--- src/rtl/bram_arb_pkg.sv ---
// Shared types and default widths for the two-requester BRAM port arbiter.
// Build option: ARB_ROUND_ROBIN_EN selects alternating contested-cycle priority.
package bram_arb_pkg;

   localparam int NUM_COL_DEF    = 4;
   localparam int COL_WIDTH_DEF  = 8;
   localparam int ADDR_WIDTH_DEF = 10;
   localparam int MAX_BURST_DEF  = 8;

   typedef enum logic [1:0] {
      IDLE  = 2'd0,
      LOCK0 = 2'd1,
      LOCK1 = 2'd2
   } arbState_t;

endpackage

--- src/rtl/bram_arb_pick.sv ---
// Combinational two-way priority pick between requesters r0 and r1.
// prefer1 selects which requester wins when both request.
module bram_arb_pick (
   input  logic req0,
   input  logic req1,
   input  logic prefer1,
   output logic pick0,
   output logic pick1
);

   always_comb begin
      pick0 = 1'b0;
      pick1 = 1'b0;
      if (req0 && req1) begin
         pick0 = ~prefer1;
         pick1 = prefer1;
      end else begin
         pick0 = req0;
         pick1 = req1;
      end
   end

endmodule

--- src/rtl/bram_port_arbiter.sv ---
// Shares one no-change byte-write BRAM port between requesters r0 and r1.
// Build option: ARB_ROUND_ROBIN_EN alternates the contested-cycle winner.
module bram_port_arbiter
   import bram_arb_pkg::*;
#(
   parameter int NUM_COL    = NUM_COL_DEF,
   parameter int COL_WIDTH  = COL_WIDTH_DEF,
   parameter int ADDR_WIDTH = ADDR_WIDTH_DEF,
   parameter int MAX_BURST  = MAX_BURST_DEF
) (
   input  logic                           clk,
   input  logic                           rst_n,
   input  logic                           r0_req,
   input  logic                           r0_lock,
   input  logic [NUM_COL-1:0]             r0_we,
   input  logic [ADDR_WIDTH-1:0]          r0_addr,
   input  logic [NUM_COL*COL_WIDTH-1:0]   r0_wdata,
   output logic                           r0_gnt,
   output logic                           r0_rvalid,
   output logic [NUM_COL*COL_WIDTH-1:0]   r0_rdata,
   input  logic                           r1_req,
   input  logic                           r1_lock,
   input  logic [NUM_COL-1:0]             r1_we,
   input  logic [ADDR_WIDTH-1:0]          r1_addr,
   input  logic [NUM_COL*COL_WIDTH-1:0]   r1_wdata,
   output logic                           r1_gnt,
   output logic                           r1_rvalid,
   output logic [NUM_COL*COL_WIDTH-1:0]   r1_rdata,
   output logic                           ram_en,
   output logic [NUM_COL-1:0]             ram_we,
   output logic [ADDR_WIDTH-1:0]          ram_addr,
   output logic [NUM_COL*COL_WIDTH-1:0]   ram_din,
   input  logic [NUM_COL*COL_WIDTH-1:0]   ram_dout
);

   localparam int DW    = NUM_COL * COL_WIDTH;
   localparam int CNT_W = $clog2(MAX_BURST + 1);

   arbState_t        state;
   arbState_t        stateNxt;
   logic [CNT_W-1:0] cnt;
   logic [CNT_W-1:0] cntNxt;
   logic [CNT_W-1:0] cntInc;
   logic             ptr;
   logic             ptrNxt;
   logic             pick0;
   logic             pick1;
   logic             gnt0;
   logic             gnt1;
   logic             rd0Pend;
   logic             rd1Pend;
   logic [DW-1:0]    hold0;
   logic [DW-1:0]    hold1;

   bram_arb_pick uPick (
      .req0    (r0_req),
      .req1    (r1_req),
      .prefer1 (ptr),
      .pick0   (pick0),
      .pick1   (pick1)
   );

   assign cntInc = cnt + CNT_W'(1);

   always_comb begin
      gnt0     = 1'b0;
      gnt1     = 1'b0;
      stateNxt = state;
      cntNxt   = cnt;
      ptrNxt   = ptr;
      unique case (state)
         IDLE: begin
            gnt0 = pick0;
            gnt1 = pick1;
            if (r0_req && r1_req) begin
`ifdef ARB_ROUND_ROBIN_EN
               ptrNxt = pick0;
`else
               ptrNxt = 1'b0;
`endif
            end
            if (MAX_BURST > 1 && gnt0 && r0_lock) begin
               stateNxt = LOCK0;
               cntNxt   = CNT_W'(1);
            end else if (MAX_BURST > 1 && gnt1 && r1_lock) begin
               stateNxt = LOCK1;
               cntNxt   = CNT_W'(1);
            end
         end
         LOCK0: begin
            gnt0 = r0_req;
            if (!r0_req) begin
               stateNxt = IDLE;
               cntNxt   = '0;
            end else if (cntInc == CNT_W'(MAX_BURST)) begin
               // burst exhausted: r1 takes the next contested cycle
               stateNxt = IDLE;
               cntNxt   = '0;
               ptrNxt   = 1'b1;
            end else if (!r0_lock) begin
               stateNxt = IDLE;
               cntNxt   = '0;
            end else begin
               cntNxt = cntInc;
            end
         end
         LOCK1: begin
            gnt1 = r1_req;
            if (!r1_req) begin
               stateNxt = IDLE;
               cntNxt   = '0;
            end else if (cntInc == CNT_W'(MAX_BURST)) begin
               stateNxt = IDLE;
               cntNxt   = '0;
               ptrNxt   = 1'b0;
            end else if (!r1_lock) begin
               stateNxt = IDLE;
               cntNxt   = '0;
            end else begin
               cntNxt = cntInc;
            end
         end
         default: begin
            stateNxt = IDLE;
            cntNxt   = '0;
         end
      endcase
   end

   assign r0_gnt = gnt0 & rst_n;
   assign r1_gnt = gnt1 & rst_n;
   assign ram_en = r0_gnt | r1_gnt;

   always_comb begin
      ram_we   = '0;
      ram_addr = r0_addr;
      ram_din  = r0_wdata;
      if (r1_gnt) begin
         ram_we   = r1_we;
         ram_addr = r1_addr;
         ram_din  = r1_wdata;
      end else if (r0_gnt) begin
         ram_we = r0_we;
      end
   end

   always_ff @(posedge clk or negedge rst_n) begin
      if (!rst_n) begin
         state <= IDLE;
         cnt   <= '0;
         ptr   <= 1'b0;
      end else begin
         state <= stateNxt;
         cnt   <= cntNxt;
         ptr   <= ptrNxt;
      end
   end

   // rdata follows ram_dout in the valid cycle and holds the last read after
   always_ff @(posedge clk or negedge rst_n) begin
      if (!rst_n) begin
         rd0Pend <= 1'b0;
         rd1Pend <= 1'b0;
         hold0   <= '0;
         hold1   <= '0;
      end else begin
         rd0Pend <= r0_gnt && (r0_we == '0);
         rd1Pend <= r1_gnt && (r1_we == '0);
         if (rd0Pend) hold0 <= ram_dout;
         if (rd1Pend) hold1 <= ram_dout;
      end
   end

   assign r0_rvalid = rd0Pend;
   assign r1_rvalid = rd1Pend;
   assign r0_rdata  = rd0Pend ? ram_dout : hold0;
   assign r1_rdata  = rd1Pend ? ram_dout : hold1;

endmodule

--- config.mk ---
export PLATFORM = sky130hd
export DESIGN_NAME = bram_port_arbiter
export DESIGN_NICKNAME = d
export VERILOG_FILES = /design/src/rtl/bram_arb_pkg.sv /design/src/rtl/bram_arb_pick.sv /design/src/rtl/bram_port_arbiter.sv
export SDC_FILE = /design/constraint.sdc
export NUM_CORES = 1
export LEC_CHECK = 0
export BUFFER_PORTS_ARGS = -buffer_cell sky130_fd_sc_hd__buf_4
export CAP_MARGIN = 30
export CORE_ASPECT_RATIO = 0.9
export CORE_MARGIN = 4
export CORE_UTILIZATION = 46
export CTS_CLUSTER_DIAMETER = 120
export DETAILED_ROUTE_END_ITERATION = 6
export GPL_TIMING_DRIVEN = 1
export PLACE_DENSITY = 0.94
export SLEW_MARGIN = 15
export SYNTH_ARGS = -nofsm -noshare
export SYNTH_HDL_FRONTEND = slang
export SYNTH_HIERARCHICAL = 1
export SYNTH_SLANG_ARGS = --single-unit
export TNS_END_PERCENT = 1
--- constraint.sdc ---
create_clock -name clk -period 5.3 [get_ports clk]
set_clock_uncertainty 0.1 [all_clocks]
set_input_delay 1.325 -clock clk [delete_from_list [all_inputs] [get_ports clk]]
set_output_delay 1.325 -clock clk [all_outputs]
set_load 0.05 [all_outputs]
* Word level (Yosys, flattened, before mapping) *
Cells that the tools add are included.
Widths: inputs -> output; s select.

storage, ports and cells
  register bits after elaboration = 73

operators by class
  equality and inequality tests = 11
  add/subtract/negate cells = 1
  reduce and logical (&&, ||, !) cells = 11
  mux-type cells = 34
  bitwise logic cells = 4

operators by type and width
  kind                 number
  $mux 32              3
  $mux 4               10
  $mux 2               8
  $pmux 4 s3           1
  $mux 10              1
  $ne 2x2->1 const B   5
  $logic_not 4->1      2
  $ne 4x4->1 const B   2
  $mux 1               7
  $pmux 2 s3           1
  $reduce_and 6->1     1
  $logic_and 1x1->1    5
  $add 4x1->4 const B  1
  $eq 4x4->1 const B   1
  $pmux 1 s2           2
  $ne 3x3->1 const B   1
  $pmux 1 s3           1
  $reduce_and 3->1     1
  $reduce_bool 3->1    1
  $and 1x1->1          2
  $eq 2x1->1 const B   1
  $eq 2x2->1 const B   1
  $logic_not 2->1      1
  $not 1->1            1
  $or 1x1->1           1

* Logic depth before layout (Yosys ltp) *
Gate-level depths: netlist of run 1.

  word-level depth = 6
  mapped depth = 8
  depth with buffers taken out = 6

* Cells and area by module *
Netlist of run 1, hierarchy kept.

modules (own cells, without submodules)
  module             cells each  sequential area each (um2)  times used  area each (um2)
  bram_port_arbiter  248         1826.8                      1           3697.3
  bram_arb_pick      3           0.0                         1           18.8

* Worst setup path after synthesis of run 1 *
No wires, ideal clock.

  kind = input port to output port
  start = input r1_req
  end = output ram_en
  stages = 7
  arrival time = 2.684 ns
  setup slack = 1.191 ns
  cells stage by stage = a21boi_1 > mux2i_1 > nor2_2 > and2_4 > buf_12 > buf_12 > nand2b_1

on the way
  cells in the longest elaborated chain, start to end = 5
  elaborated cells on any way between the ends = 8
  classes of those cells = 4 x mux; 3 x bitwise; 1 x reduce/logical

RTL lines
  what               line                      RTL
  from (decl)        bram_port_arbiter.sv:21   input logic r1_req,
  $logic_and 1x1->1  bram_arb_pick.sv:14       if (req0 && req1) begin
  $mux 1             bram_arb_pick.sv:14
  $pmux 1 s2 *       bram_port_arbiter.sv:71   unique case (state)
  $and 1x1->1 *      bram_port_arbiter.sv:131  assign r1_gnt = gnt1 & rst_n;
  named net r1_gnt   bram_port_arbiter.sv:26   output logic r1_gnt,
  $or 1x1->1 *       bram_port_arbiter.sv:132  assign ram_en = r0_gnt | r1_gnt;
  to (decl)          bram_port_arbiter.sv:29   output logic ram_en,

Mark *: on every way through the listed nets, which the timed path passes. The rest lies on a longest branch.

* Worst setup path after layout of run 1 *
  start = input r0_req
  end = output ram_addr[9]

on the way
  cells in the longest elaborated chain, start to end = 5

RTL lines
  what               line                      RTL
  from (decl)        bram_port_arbiter.sv:13   input logic r0_req,
  $logic_and 1x1->1  bram_arb_pick.sv:14
  $mux 1             bram_arb_pick.sv:14
  named net pick1    bram_port_arbiter.sv:47   logic pick1;
  $pmux 1 s2         bram_port_arbiter.sv:71
  $and 1x1->1        bram_port_arbiter.sv:131
  $mux 10            bram_port_arbiter.sv:138  if (r1_gnt) begin
  to (decl)          bram_port_arbiter.sv:31   output logic [ADDR_WIDTH-1:0] ram_addr,

The timed path passes the listed nets, and every way through them passes these cells.

==> results of run 1 <==
synth_stat cells (3+ instances only):
| cell | count |
|---|---|
| nand2_1 | 5 |
| a32o_1 | 5 |
| mux2_4 | 38 |
| mux2_2 | 70 |
| dfrtp_1 | 73 |
| nand3_1 | 3 |
| buf_12 | 5 |
| buf_1 | 6 |
| inv_1 | 4 |
| nor2_1 | 4 |
critical path, cell delays in order:
cell	delay (ps)
buf_4	130
a21boi_1	180
mux2i_1	110
nor2_2	230
and2_4	400
buf_12	270
mux2_2	370
buf_4	190
final timing paths:
check                      slack [ps]      start          end
setup / recovery                  650     r0_req  ram_addr[9]
min in group asynchronous         840      rst_n    r1_rvalid
setup reg to reg                 3580     cnt[0]          ptr
hold / removal                    400  hold0[19]    hold0[19]
max in group asynchronous        3710      rst_n          ptr
hold reg to reg                   400  hold0[19]    hold0[19]
routing by layer:
| metal | wire (µm) | vias up | global-route usage, % |
|---|---|---|---|
| li1 | - | 1403 | - |
| met4 | 207 | 0 | 6.26 |
| met1 | 4360 | 1502 | 28.5 |
| met3 | 897 | 21 | 8.05 |
| met5 | 0 | - | 0 |
| met2 | 6040 | 138 | 40.1 |
kinds of logic (layout without fill, tap and decap cells):
kind of cell | after synthesis | count (layout) | share of synthesized area (%)
xor gates and xnor gates | 1 | 1 | 0.236
AOI/OAI and AO/OA | 20 | 20 | 4.31
and+or+nand+nor | 27 | 27 | 4.31
DFF | 73 | 73 | 49.2
muxes | 110 | 110 | 37.1
adders and majority gates | 2 | 2 | 0.673
buffers and inverters | 18 | 269 | 4.21
through the flow:
step / setup slack, ps / utilization [%] / hold slack, ps
after floorplan: 1190 / - / 400
after global placement: 771 / 72.4 / 381
after detailed placement: 658 / 72.4 / 386
after CTS: 655 / 74.6 / 403
after global routing: 574 / 75.0 / 412
final: 654 / 75.0 / 400
registers in the layout, summed over array words and instances, names as in the netlist:
name / cells
hold0: 32
hold1: 32
cnt: 4
state: 2
ptr: 1
r0_rvalid: 1
r1_rvalid: 1
layout make-up:
| class | instances | share of cell area (%) |
|---|---|---|
| Clock buffer | 10 | 2.21 |
| Sequential cell | 73 | 31.7 |
| Timing Repair Buffer | 249 | 33.0 |
| Tap cell | 96 | 2.08 |
| Clock inverter | 6 | 0.759 |
| Inverter | 4 | 0.260 |
| Multi-Input combinational cell | 160 | 30.0 |
power breakdown:
group	switching [W]	leakage, nW	internal [W]
Combinational	0.00105	1.99	0.000553
Clock	0.000203	0.0866	0.000171
Sequential	0.0000641	0.963	0.000716
==> impl_metrics.csv, run 1 <==
group,metric,value,unit
run_status,status,"finished clean",
flow_run,drv_cap,0,
yosys,postSynthAreaPerCell,14.8,µm²
routing,via_per_inst,5.12,
sta,rsz0062_at_grt,"false",
finish,mostFrequentLayoutCells,"buf_4 (247), dfrtp_1 (73), mux2_2 (70)",
routing,drt_iter0_drc,84,
min_path,min_path_type,"register to register",
finish,stdcell_count,598,
yosys,yosysSeqAreaShare,49.2,%
sta,fin_tns_setup,0,ps
routing,wl_per_cell,19.2,µm
routing,antenna_left,0,
floorplanning,die_area,9580,µm²
yosys,synth-seq-cells,73,
yosys,yosys.area.top_type,"dfrtp_1",
placement,port_buffers,244,
clock_network,clk_latency,340,ps
clock_network,cts_setup_buffers,0,
finish,nNetsFinal,629,
sta,fmax,0.215,GHz
yosys,synth_edf_count,0,
routing,routed_wl,11.5,mm
placement,dp_cells,581,
placement,hpwlAfterDp,9.35,mm
global_route,grt_start_max_net_pins,79,
clock_network,numCtsBuffers,9,
clock_network,clockBufferDepth,2,
clock_network,post_cts_resized,0,
clock_network,tritoncts,"done",
sta,relSlewSlack,69.6,%
yosys,synth_top_area_share,49.2,%
setup_path,reg2reg_depth,4,
placement,place_congestion,0.876,
clock_network,cts-root-buf,"clkbuf_8",
floorplanning,start_util,48.3,%
sta,setup_viol,0,
yosys,syn_inst,251,
routing,num_vias,3064,
yosys,synth_nets,383,
floorplanning,core,7690,µm²
sta,period_share,87.7,%
yosys,async_reset_ff_share,100,%
finish,regArea,1830,µm²
setup_path,critPathKind,"input pin to primary output",
min_path,holdPathStages,1,
global_route,grt_usage,23.6,%
finish,design_area,5770,µm²
finish,diodes,0,
power,p_leak,3.04,nW
clock_network,clk_pin_slew_worst_paths,70,ps
setup_path,cp-end-kind,"primary output",
sta,worst_pin_slew,456,ps
power,powerDensity,478,nW/µm²
finish,final_common_cell,"buf_4",
finish,layout-drive-gt1-share,75.1,%
global_route,grt_antenna_before_repair,0,
routing,drc,0,
setup_path,critPathMaxFanout,27,
placement,placed_cell_area,5570,µm²
sta,final-max-slew-violation-count,0,
yosys,synth_area_leaders,"dfrtp_1 (49%), mux2_2 (21%), mux2_4 (15%), buf_12 (2.7%), a32o_1 (1.3%)",
floorplanning,dieHeight,93.3,µm
floorplanning,io_pins,245,
setup_path,critPathRequiredTime,3880,ps
clock_network,htree_levels,3,
finish,area_growth,55.2,%
power,vdd_drop_max,423,µV
sta,hold_viol,0,
finish,fillers,504,
clock_network,cts_hold_buf,0,
floorplanning,core.rowCount,30,
yosys,synth_warnings,6,
setup_path,start_kind,"input pin",
floorplanning,die_w,103,µm
global_route,grt_pass1_wl,17.4,mm
global_route,overflow,0,
sta,final.min_clock_period,4650,ps
global_route,grt_pass1_vias,3265,
yosys,synth.distinct_cells,39,
routing,drtPass1Iterations,4,
yosys,ys.flop_type,"dfrtp_1",
yosys,synth.cell_area,3720,µm²
finish,multi_input_area,1730,µm²
setup_path,critical_path_arrival,3220,ps
clock_network,clock-sinks,73,
power,power,0.00276,W
Note: power is estimated with default switching activity, not from simulation.
==> run 2, diff against run 1 <==
--- a/config.mk
+++ b/config.mk
@@ -5,15 +5,16 @@
 export SDC_FILE = /design/constraint.sdc
 export NUM_CORES = 1
 export LEC_CHECK = 0
+export ABC_AREA = 1
 export BUFFER_PORTS_ARGS = -buffer_cell sky130_fd_sc_hd__buf_4
 export CAP_MARGIN = 30
 export CORE_ASPECT_RATIO = 0.9
 export CORE_MARGIN = 4
-export CORE_UTILIZATION = 46
+export CORE_UTILIZATION = 45
 export CTS_CLUSTER_DIAMETER = 120
 export DETAILED_ROUTE_END_ITERATION = 6
 export GPL_TIMING_DRIVEN = 1
-export PLACE_DENSITY = 0.94
+export PLACE_DENSITY = 0.93
 export SLEW_MARGIN = 15
 export SYNTH_ARGS = -nofsm -noshare
 export SYNTH_HDL_FRONTEND = slang
==> run 2 against run 1 <==
Compared with the run above:
- sequential share of layout area is 0.61 points higher
- synthesized area is 5.2% lower
- largest power group unchanged
- global-route usage is 0.65 points higher
- sequential cell count did not move
- maximum frequency rose by 7.0%
==> impl_metrics.csv, run 2 <==
group,metric,value,unit
run_status,status,"finished clean",
sta,setup_viol,0,
yosys,yosysSeqAreaShare,51.8,%
yosys,synthTopCellsByCount,"nand2_1 (168), dfrtp_1 (73), mux2_2 (58)",
placement,hpwlAfterDp,9.27,mm
floorplanning,core,7580,µm²
floorplanning,core.rowCount,30,
power,vdd_drop_max,236,µV
routing,wl_per_cell,16.3,µm
yosys,synth.cell_area,3520,µm²
placement,port_buffers,244,
min_path,min_path_type,"register to register",
routing,num_vias,3515,
sta,rsz0062_at_grt,"false",
yosys,synth_area_leaders,"dfrtp_1 (52%), mux2_2 (19%), nand2_1 (18%), mux2_1 (1.9%), buf_6 (1.3%)",
clock_network,clock-sinks,73,
finish,diodes,0,
clock_network,cts_hold_buf,0,
global_route,grt_start_max_net_pins,74,
floorplanning,dieHeight,92.0,µm
setup_path,cp-end-kind,"primary output",
yosys,synth.most_common_cell,"nand2_1",
sta,period_share,81.9,%
yosys,async_reset_ff_share,100,%
power,power,0.00307,W
yosys,yosys.area.top_type,"dfrtp_1",
sta,worst_pin_slew,739,ps
clock_network,tritoncts,"done",
finish,area_growth,60.6,%
finish,nNetsFinal,742,
finish,largestRegisters,"hold0 (32), hold1 (32), cnt (4)",
power,p_leak,3.21,nW
finish,layout-drive-gt1-share,53.5,%
routing,drtPass1Iterations,4,
global_route,grt_usage,24.2,%
finish,mostFrequentLayoutCells,"buf_4 (248), nand2_1 (168), dfrtp_1 (73)",
placement,place_congestion,0.944,
placement,placed_cell_area,5400,µm²
floorplanning,start_util,46.5,%
floorplanning,die_area,9310,µm²
yosys,syn_inst,367,
yosys,postSynthAreaPerCell,9.60,µm²
global_route,overflow,0,
routing,via_per_inst,4.94,
clock_network,cts-root-buf,"clkbuf_8",
clock_network,clk_pin_slew_worst_paths,80,ps
floorplanning,io_pins,245,
routing,routed_wl,11.6,mm
clock_network,htree_levels,3,
floorplanning,die_w,101,µm
routing,drt_iter0_drc,155,
clock_network,clk_latency,330,ps
sta,relSlewSlack,50.8,%
sta,final.min_clock_period,4340,ps
clock_network,post_cts_resized,0,
setup_path,start_kind,"input pin",
yosys,synth-seq-cells,73,
global_route,grt_pass1_vias,3606,
setup_path,critical_path_arrival,2920,ps
sta,fin_tns_setup,0,ps
finish,design_area,5660,µm²
routing,antenna_left,0,
routing,drc,0,
sta,hold_viol,0,
yosys,synth_warnings,6,
yosys,ys.flop_type,"dfrtp_1",
clock_network,numCtsBuffers,9,
sta,final-max-slew-violation-count,0,
setup_path,critPathMaxFanout,47,
global_route,grt_antenna_before_repair,0,
yosys,synth_edf_count,0,
clock_network,clockBufferDepth,2,
clock_network,cts_setup_buffers,0,
power,powerDensity,543,nW/µm²
setup_path,critPathRequiredTime,3880,ps
yosys,synth_nets,499,
finish,fillers,522,
yosys,synth_top_area_share,51.8,%
finish,final_common_cell,"buf_4",
flow_run,drv_cap,0,
sta,fmax,0.230,GHz
yosys,synth.distinct_cells,24,
setup_path,critPathKind,"input pin to primary output",
global_route,grt_pass1_wl,17.6,mm
finish,final_core_util,74.6,%
run 2: layout make-up:
cell class	count	area [µm²]	area share, %
repair buffers	249	1890	33.4
clock buffers	9	124	2.19
well taps	96	120	2.12
inverters	13	48.8	0.862
multi-input cells	264	1550	27.3
clock inverters	7	104	1.84
flip-flops and latches	73	1830	32.3
run 2: final timing paths:
| kind | cells past startpoint | end | startpoint | slack, ps |
|---|---|---|---|---|
| worst min-delay path | 1 | hold1[10] | hold1[10] | 390 |
| worst min register to register | 1 | hold1[10] | hold1[10] | 390 |
| min in group asynchronous | 2 | r1_rvalid | rst_n | 860 |
| max in group asynchronous | 3 | cnt[2] | rst_n | 3710 |
| worst max register to register | 2 | hold0[17] | r0_rvalid | 3470 |
| worst max-delay path | 11 | ram_din[26] | r0_req | 960 |
run 2: worst max-delay path, cell delays in order:
cell	delay (ps)
buf_4	130
inv_1	60
nand2_1	50
nand2_1	80
inv_1	50
o21ai_2	190
nand2_4	60
inv_2	520
nand2_1	140
nand2_1	100
buf_4	190
run 2: cells by family after synthesis:
| group | Yosys count | synth area share [%] |
|---|---|---|
| simple gates | 190 | 21.3 |
| fa+ha+maj | 2 | 0.710 |
| flops | 73 | 51.8 |
| buf+inv | 30 | 4.30 |
| mux | 64 | 20.4 |
| compound gates | 8 | 1.42 |
run 2: metrics by stage:
step | std cells | hold WS [ps] | worst slack (ps)
2_1_floorplan | 367 | 363 | 1250
3_5_place_dp | 694 | 377 | 963
6_report | 711 | 391 | 958
3_3_place_gp | 694 | 368 | 1020
5_1_grt | 711 | 408 | 714
4_1_cts | 710 | 397 | 954
run 2: layer usage:
layer	up-vias	track usage [%]	wire length (µm)	part of all wire, %
met4	0	9.52	365	3.2
met2	174	44.0	6310	54
li1	1660	-	-	-
met3	33	8.52	1010	8.7
met5	-	0	0	0
met1	1648	25.1	3890	34
run 2: where the power goes:
part	total, W	leakage (nW)	switching, W	internal (W)
sequential	0.000795	0.966	0.0000645	0.000730
combinational	0.00179	2.14	0.00125	0.000550
clock	0.000483	0.108	0.000214	0.000270
==> run 3, diff against run 2 <==
--- a/config.mk
+++ b/config.mk
@@ -10,11 +10,11 @@
 export CAP_MARGIN = 30
 export CORE_ASPECT_RATIO = 0.9
 export CORE_MARGIN = 4
-export CORE_UTILIZATION = 45
+export CORE_UTILIZATION = 42
 export CTS_CLUSTER_DIAMETER = 120
 export DETAILED_ROUTE_END_ITERATION = 6
 export GPL_TIMING_DRIVEN = 1
-export PLACE_DENSITY = 0.93
+export PLACE_DENSITY = 0.88
 export SLEW_MARGIN = 15
 export SYNTH_ARGS = -nofsm -noshare
 export SYNTH_HDL_FRONTEND = slang
==> constraint.sdc (replaced) <==
create_clock -name clk -period 4.5 [get_ports clk]
set_clock_uncertainty 0.1 [all_clocks]
set_input_delay 1.125 -clock clk [delete_from_list [all_inputs] [get_ports clk]]
set_output_delay 1.125 -clock clk [all_outputs]
set_load 0.05 [all_outputs]
==> run 3 against run 2 <==
Compared with the run above:
- worst hold slack better by 1.5 ps
- worst setup slack got worse by 400 ps
- design area increased by 1.1%
- clock-buffer cell count increased by 1
==> impl_metrics.csv, run 3 (same netlist as run 2, synthesis figures left out) <==
group,metric,value,unit
setup_path,r2r_start,"r0_rvalid",
floorplanning,start_util,43.5,%
global_route,grt_start_max_net_pins,74,
clock_network,cts-root-buf,"clkbuf_8",
floorplanning,io_pins,245,
routing,wl_per_cell,15.9,µm
finish,mostFrequentLayoutCells,"buf_4 (250), nand2_1 (168), dfrtp_1 (73)",
finish,largestRegisters,"hold0 (32), hold1 (32), cnt (4)",
min_path,hold_path.startpoint,"hold1[11]",
routing,drtPass1Iterations,4,
setup_path,reg2reg_depth,2,
run_status,status,"finished clean",
placement,hpwlAfterDp,9.39,mm
sta,final.min_clock_period,3940,ps
setup_path,critPathKind,"input pin to primary output",
global_route,grt_antenna_before_repair,0,
routing,drt_iter0_drc,134,
sta,fin_tns_setup,0,ps
setup_path,worstSetupPathDepth,11,
min_path,worstHoldEndpoint,"hold1[11]",
setup_path,critPathTopFamily,"buffers and inverters",
floorplanning,core.rowCount,31,
setup_path,critical_path_arrival,2710,ps
finish,diodes,0,
setup_path,crit_path_max_incr_delay,520,ps
finish,nNetsFinal,745,
sta,period_share,87.5,%
global_route,grt_usage,22.3,%
routing,routed_wl,11.4,mm
sta,relSlewSlack,53.0,%
clock_network,htree_levels,3,
setup_path,r2r-end,"hold0[8]",
clock_network,cts_hold_buf,0,
placement,port_buffers,244,
setup_path,start_kind,"input pin",
placement,place_congestion,0.886,
sta,rsz0062_at_grt,"false",
placement,placed_cell_area,5420,µm²
min_path,holdPathStages,1,
sta,fmax,0.254,GHz
power,vdd_drop_max,257,µV
power,p_leak,3.25,nW
sta,hold_viol,0,
finish,layout-drive-gt1-share,53.7,%
global_route,grt_pass1_vias,3544,
setup_path,cp_common_cell,"nand2_1",
clock_network,tritoncts,"done",
finish,area_growth,62.3,%
clock_network,clk_latency,340,ps
clock_network,clk_pin_slew_worst_paths,80,ps
finish,design_area,5720,µm²
routing,drc,0,
finish,fillers,612,
routing,num_vias,3427,
clock_network,post_cts_resized,0,
finish,final_common_cell,"buf_4",
clock_network,clock-sinks,73,
routing,antenna_left,0,
floorplanning,core,8110,µm²
setup_path,critPathRequiredTime,3270,ps
sta,worst_pin_slew,705,ps
setup_path,slowest_stage,"inv_2",
clock_network,numCtsBuffers,9,
setup_path,critPathMaxFanout,47,
power,powerDensity,642,nW/µm²
clock_network,cts_setup_buffers,0,
flow_run,drv_cap,0,
global_route,grt_pass1_wl,17.5,mm
floorplanning,die_area,9920,µm²
setup_path,reg2reg_slack,2800,ps
floorplanning,dieHeight,94.9,µm
floorplanning,die_w,105,µm
routing,via_per_inst,4.78,
min_path,min_path_type,"register to register",
setup_path,path_cells,"buf_4 > inv_1 > nand2_1 > nand2_1 > inv_1 > o21ai_2 > nand2_4 > inv_2 > nand2_1 > nand2_1 > buf_4",
clock_network,clockBufferDepth,2,
setup_path,cp-end-kind,"primary output",
setup_path,cp_num_buf_inv,5,
global_route,overflow,0,
sta,setup_viol,0,
sta,final-max-slew-violation-count,0,
run 3: how the worst max path moves through the flow:
stage                      start  slack [ps]          end
after floorplan           r0_req         850  ram_addr[0]
after global placement    r0_req         590  ram_addr[8]
after detailed placement  r0_req         570  ram_addr[8]
after CTS                 r0_req         570  ram_addr[8]
after global routing      r0_req         390  ram_din[21]
final                     r0_req         560  ram_addr[5]
run 3: stage by stage:
| step | util [%] | instances | setup WS [ps] | power, W | hold WS [ps] |
|---|---|---|---|---|---|
| final | 70.6 | 717 | 562 | 0.00367 | 392 |
| after CTS | 70.0 | 715 | 570 | 0.00370 | 397 |
| after global placement | 66.9 | 699 | 594 | 0.00302 | 367 |
| after detailed placement | 66.9 | 699 | 569 | 0.00307 | 379 |
| after floorplan | - | 367 | 853 | 0.00240 | 363 |
| after global routing | 70.6 | 717 | 389 | 0.00384 | 417 |
run 3: report_power, final:
group	switching [W]	leakage, nW	internal [W]
clock	0.000242	0.127	0.000385
sequential	0.0000733	0.966	0.000860
combinational	0.00146	2.16	0.000648
run 3: area by class of cell:
class	instances	area, µm²	share of cell area, %
Multi-Input combinational cell	264	1550	27.0
Tap cell	99	124	2.17
Timing Repair Buffer	252	1920	33.6
Clock inverter	6	113	1.97
Sequential cell	73	1830	31.9
Clock buffer	10	138	2.41
Inverter	13	48.8	0.853
run 3: per-layer routing:
metal	share of wire (%)	global-route usage, %
met3	8.5	7.72
met1	35	22.7
met5	0	0
met2	54	42.3
met4	2.8	8.42
